**src/rtl/pipe_trace_recorder.sv**
```systemverilog
`default_nettype none
// ============================================================================
// Module      : pipe_trace_recorder
// Description : On-chip trace buffer. Each recorded cycle snapshots the
//               per-stage pipeline probes, tagged with a free-running cycle
//               stamp, into a circular RAM. A trigger splits the capture
//               into pre- and post-trigger parts. Once capture completes, the
//               buffer is read out oldest-first over a valid/ready port.
// Revision    : 1.0 - initial release
// ============================================================================
module pipe_trace_recorder #(
  parameter int CHANNELS = 4,
  parameter int WIDTH    = 16,
  parameter int DEPTH    = 16,
  parameter int CW       = 16,
  parameter int FILTER   = 0,
  localparam int AW      = $clog2(DEPTH),
  localparam int EW      = CW + CHANNELS + CHANNELS * WIDTH
) (
  input  logic                      clk,
  input  logic                      rst,
  input  logic [CHANNELS-1:0]       probe_v_i,
  input  logic [CHANNELS*WIDTH-1:0] probe_data_i,
  input  logic                      arm_i,
  input  logic                      trig_i,
  input  logic [AW:0]               post_i,
  input  logic                      rd_ready_i,
  output logic                      rd_valid_o,
  output logic [EW-1:0]             rd_data_o,
  output logic                      rd_last_o,
  output logic [1:0]                state_o,
  output logic [CW-1:0]             trig_stamp_o
);

  typedef enum logic [1:0] {
    S_IDLE  = 2'd0,
    S_ARMED = 2'd1,
    S_POST  = 2'd2,
    S_DONE  = 2'd3
  } state_t;

  localparam logic [AW:0] DEPTH_W = (AW+1)'(DEPTH);

  state_t        state, state_nxt;
  logic [CW-1:0] stamp;
  logic [AW-1:0] wr_ptr;
  logic [AW:0]   fill;
  logic [AW:0]   post_tgt;
  logic [AW:0]   remaining;
  logic [AW:0]   rd_cnt;
  logic [AW-1:0] rd_idx;
  logic [EW-1:0] mem [DEPTH];

  logic          rec;
  logic          wr_en;
  logic          do_trig;
  logic          rd_load;
  logic          rd_finish;
  logic [AW-1:0] rd_addr;
  logic [AW-1:0] rd_start;
  logic [AW:0]   post_clamped;

  // Buffer full means the oldest entry sits at the write pointer.
  assign rd_start     = fill[AW] ? wr_ptr : '0;
  assign rd_addr      = (rd_cnt == '0) ? rd_start : rd_idx;
  // post_i has one bit more than an index: MSB set means >= DEPTH.
  assign post_clamped = post_i[AW] ? DEPTH_W : post_i;
  assign state_o      = state;

  // Next-state decode and per-cycle control strobes.
  always_comb begin
    state_nxt = state;
    rec       = (FILTER == 0) || (|probe_v_i);
    wr_en     = 1'b0;
    do_trig   = 1'b0;
    rd_load   = 1'b0;
    rd_finish = 1'b0;
    if (arm_i) begin
      state_nxt = S_ARMED;
    end else begin
      case (state)
        S_ARMED: begin
          wr_en = rec;
          if (trig_i) begin
            do_trig   = 1'b1;
            state_nxt = (post_tgt == '0) ? S_DONE : S_POST;
          end
        end
        S_POST: begin
          wr_en = rec;
          if (rec && remaining == (AW+1)'(1)) begin
            state_nxt = S_DONE;
          end
        end
        S_DONE: begin
          if (fill == '0) begin
            state_nxt = S_IDLE;
          end else if (rd_valid_o && rd_ready_i && rd_last_o) begin
            state_nxt = S_IDLE;
            rd_finish = 1'b1;
          end else if (!rd_valid_o || rd_ready_i) begin
            rd_load = 1'b1;
          end
        end
        default: ;
      endcase
    end
  end

  // State register, capture bookkeeping and readout registers.
  always_ff @(posedge clk or negedge rst) begin
    if (!rst) begin
      state        <= S_IDLE;
      stamp        <= '0;
      wr_ptr       <= '0;
      fill         <= '0;
      post_tgt     <= '0;
      remaining    <= '0;
      rd_cnt       <= '0;
      rd_idx       <= '0;
      rd_valid_o   <= 1'b0;
      rd_last_o    <= 1'b0;
      rd_data_o    <= '0;
      trig_stamp_o <= '0;
    end else begin
      state <= state_nxt;
      stamp <= stamp + 1'b1;
      if (arm_i) begin
        wr_ptr     <= '0;
        fill       <= '0;
        post_tgt   <= post_clamped;
        remaining  <= '0;
        rd_cnt     <= '0;
        rd_valid_o <= 1'b0;
        rd_last_o  <= 1'b0;
      end else begin
        if (wr_en) begin
          wr_ptr <= wr_ptr + 1'b1;
          if (!fill[AW]) begin
            fill <= fill + 1'b1;
          end
        end
        if (do_trig) begin
          trig_stamp_o <= stamp;
          remaining    <= post_tgt;
        end
        if (state == S_POST && wr_en) begin
          remaining <= remaining - 1'b1;
        end
        if (rd_load) begin
          rd_data_o  <= mem[rd_addr];
          rd_valid_o <= 1'b1;
          rd_last_o  <= ((rd_cnt + 1'b1) == fill);
          rd_idx     <= rd_addr + 1'b1;
          rd_cnt     <= rd_cnt + 1'b1;
        end
        if (rd_finish) begin
          rd_valid_o <= 1'b0;
          rd_last_o  <= 1'b0;
        end
      end
    end
  end

  // Trace RAM write port; contents are never reset.
  always_ff @(posedge clk) begin
    if (wr_en) begin
      mem[wr_ptr] <= {stamp, probe_v_i, probe_data_i};
    end
  end

endmodule
`default_nettype wire
```
**config.mk**
```make
export PLATFORM = sky130hd
export DESIGN_NAME = pipe_trace_recorder
export DESIGN_NICKNAME = d
export VERILOG_FILES = /design/src/rtl/pipe_trace_recorder.sv
export SDC_FILE = /design/constraint.sdc
export NUM_CORES = 2
export LEC_CHECK = 0
export CORE_MARGIN = 2
export CORE_UTILIZATION = 30
export CTS_CLUSTER_SIZE = 40
export DETAILED_ROUTE_END_ITERATION = 10
export GPL_TIMING_DRIVEN = 0
export PLACE_DENSITY = 0.56
export SLEW_MARGIN = 20
export SYNTH_ARGS = -nofsm -noshare
export SYNTH_HDL_FRONTEND = slang
export SYNTH_SLANG_ARGS = --single-unit
```
**constraint.sdc**
```tcl
create_clock -name clk -period 21.1 [get_ports clk]
set_input_delay 2.11 -clock clk [delete_from_list [all_inputs] [get_ports clk]]
set_output_delay 2.11 -clock clk [all_outputs]
set_load 0.01 [all_outputs]
```
==> metrics.txt <==
status complete, no violations; Avg Cell Area, Syn 15.4 sq um; worst path bufs/invs 4; IO Port Bufs 181; vias in the first global route 34,200; crit path time final 5.60 ns; RSZ-0062 raised after global routing no; # hold bufs at CTS 0; hold path depth 2; ys flop type edfxtp_1; CTS Buf Count 150; post-synth cell types 53; 1st-iter DRT viols 3,359; Worst path max stage delay 0.77 ns; Crit path max-delay family buffers and inverters; commonest non-fill, non-tap cells in the layout 1,344 x edfxtp_1, 381 x nand2_1, 347 x a21oi_1; Max Cap Viol 0; Final Cell Area 68,300 sq um; mapped cell area 56,800 sq um; Vias 34,500; Critical Path Sink Type register; final wirelength 166,000 um; Hold WS 0.486 ns; PwrDens 109 nW/um^2; grt total ovfl 0; Final period util 26.6%; Reg power frac 48.0%; R2R Path End rd_data_o[13]; Lkg Pwr 23.3 nW; register area 44,100 sq um; clk sinks 1,492; final hold violations 0; commonest non-fill, non-tap cell in the layout edfxtp_1; WL/cell 24.6 um; CP Cell Sequence clkdlybuf4s50_1 > nand2b_1 > a211oi_2 > and2_1 > clkbuf_1 > nand2_1 > clkbuf_2 > buf_2 > nor4_1 > nor2_1; Logic pwr share 17.3%; Setup violations, final 0; sw frac 27.8%; DRC viols 0; core area 188,000 sq um; CP Launch Type primary input; first-pass GRT wire length 240,000 um; Slew Viols, Final 0; Crit Path Category in -> reg; Tightest Hold Check Type reg -> reg; Worst R2R Setup Slack 16.66 ns; latest clock arrival within the worst-skew pair 0.79 ns; fin nets 4,235; post-synthesis sequential area ratio 77.6%; Yosys reg bits 1,492; IO Pins 182; fraction of registers with async set/reset 9.92%; area delta synth->final 20.3%; setup_tns 0 ns; Max IR drop VDD 0.113 mV; Final Skew 0.0307 ns; GRT Util Overall 16.9%; Register-to-Register Path Depth 10; hold endpoint trig_stamp_o[0]; Crit path arrival time 6.23 ns; initial antenna violation count 20; required time worst endpoint 21.73 ns; H-tree Lvls 4; RePlAce Congestion 0.793; relative slew slack 21.2%; slowest CP cell nor4_1; CTS Buffer Depth 3; final worst slack 15.50 ns; Worst-path clk slew 0.06 ns; Worst Path Max Fanout 10; synth warn 0; Initial Util 30.2%; die area 193,000 sq um; layout cell share with drive strength beyond 1 10.8%; EDFF count, synth 1,344; Worst R2R Start rd_cnt[0]; Rows 159; fillcell total 17,700; Synth Net Count 3,786; postcts setup bufs 0; Psw 2.07 mW; post_cts resized 0; CTS root buffer clkbuf_16; die width 439 um; TritonCTS clock tree yes; Vias/cell 5.11; area of the multi-input gates 11,700 sq um; P_int 5.38 mW; placed cell area 63,600 sq um; clock share of power 34.7%; ANT nets after route 0; die height 439 um; pre-CTS setup slack 14.77 ns; worst slew pin tran 1.18 ns; 1st-pass router iterations 7; placed wire-length estimate 114,000 um; min-delay src trig_stamp_o[0]; Synth Instances 3,692; largest net degree at the start of global routing 81; highest clock rate 178 MHz
[routing by layer]
metal	part of all wire [%]	vias to the layer above	track usage [%]
met3	6.0	285	3.16
met2	49	1217	28.4
met4	3.7	14	6.33
met5	0.047	-	0
li1	-	15400	-
met1	41	17600	21.7
[kinds of logic (layout without fill, tap and decap cells)]
group	Yosys count	in the layout	share of synthesized area [%]
and+or+nand+nor	645	645	4.86
other	0	1	0
AOI/OAI and AO/OA	1055	1055	11.3
buffers and inverters	261	838	1.97
DFF	1492	1492	77.6
muxes	191	191	3.47
adders and majority gates	16	16	0.352
xor gates and xnor gates	32	32	0.493
[worst register-to-register path: stages (launching register included)]
cell and delay (ns):
dfrtp_1 0.45, inv_1 0.09, ha_1 0.15, or4b_1 0.53, buf_6 0.20, a31oi_2 0.66, buf_2 0.66, clkbuf_1 0.59
a21oi_1 0.10, nor4_1 0.76, nor2_1 0.11
[final cells by class]
class / count / area share [%]
well taps: 2495 / 4.57
diodes: 1 / 0.00366
clock buffers: 216 / 6.22
multi-input cells: 1939 / 17.2
inverters: 20 / 0.110
flip-flops and latches: 1492 / 64.5
repair buffers: 297 / 5.16
clock inverters: 64 / 0.736
plain buffers: 241 / 1.54
[stage by stage]
stage                     total power [mW]  utilization, %  cells
after floorplan                       4.22               -   3692
after global placement                4.91            32.8   6368
after detailed placement              4.95            33.8   6484
after CTS                             7.52            36.3   6764
after global routing                  7.72            36.3   6764
final                                 7.46            36.3   6765
[power by group through the flow]
stage	Clock, mW	Sequential [mW]	Combinational (mW)
4_1_cts	2.63	3.59	1.31
3_3_place_gp	0	3.68	1.22
3_5_place_dp	0	3.65	1.30
5_1_grt	2.74	3.59	1.39
2_1_floorplan	0	3.63	0.590
6_report	2.59	3.58	1.29
[flip-flops by register name (all words and copies together), names as in the netlist]
register      cells
post_tgt          5
rd_last_o         1
rd_idx            4
mem            1344
rd_valid_o        1
rd_data_o        84
fill              5
trig_stamp_o     16
state_o           2
stamp            16
wr_ptr            4
remaining         5
rd_cnt            5
[synth_stat cells, types with 7 or more instances]
master | instances | area [sq um]
o21ai_0 | 179 | 896
edfxtp_1 | 1344 | 40400
mux2_2 | 17 | 191
buf_1 | 12 | 45.0
xor2_1 | 15 | 131
and3_1 | 7 | 43.8
nor2_1 | 126 | 473
nor3_1 | 12 | 60.1
ha_1 | 16 | 200
dfrtp_1 | 148 | 3700
nor4_1 | 87 | 544
buf_2 | 85 | 425
a211oi_1 | 170 | 1280
mux2i_1 | 171 | 1710
xnor2_1 | 17 | 149
inv_1 | 20 | 75.1
nand2_1 | 381 | 1430
clkbuf_1 | 137 | 514
a21oi_1 | 347 | 1740
o22ai_1 | 251 | 1570
nand3_1 | 8 | 40.0
o32ai_1 | 84 | 736
[how the worst max path moves through the flow]
stage / to / slack (ns) / from / cells after the start
floorplan: mem[4][0] / 12.19 / arm_i / 4
global placement: mem[3][40] / 5.41 / arm_i / 4
detailed placement: rd_data_o[18] / 14.77 / rd_ready_i / 10
CTS: rd_data_o[18] / 15.60 / rd_ready_i / 10
global route: rd_data_o[54] / 15.47 / rd_ready_i / 10
finish: rd_data_o[13] / 15.50 / rd_ready_i / 10
No activity file was read; power rests on OpenSTA's default activity.
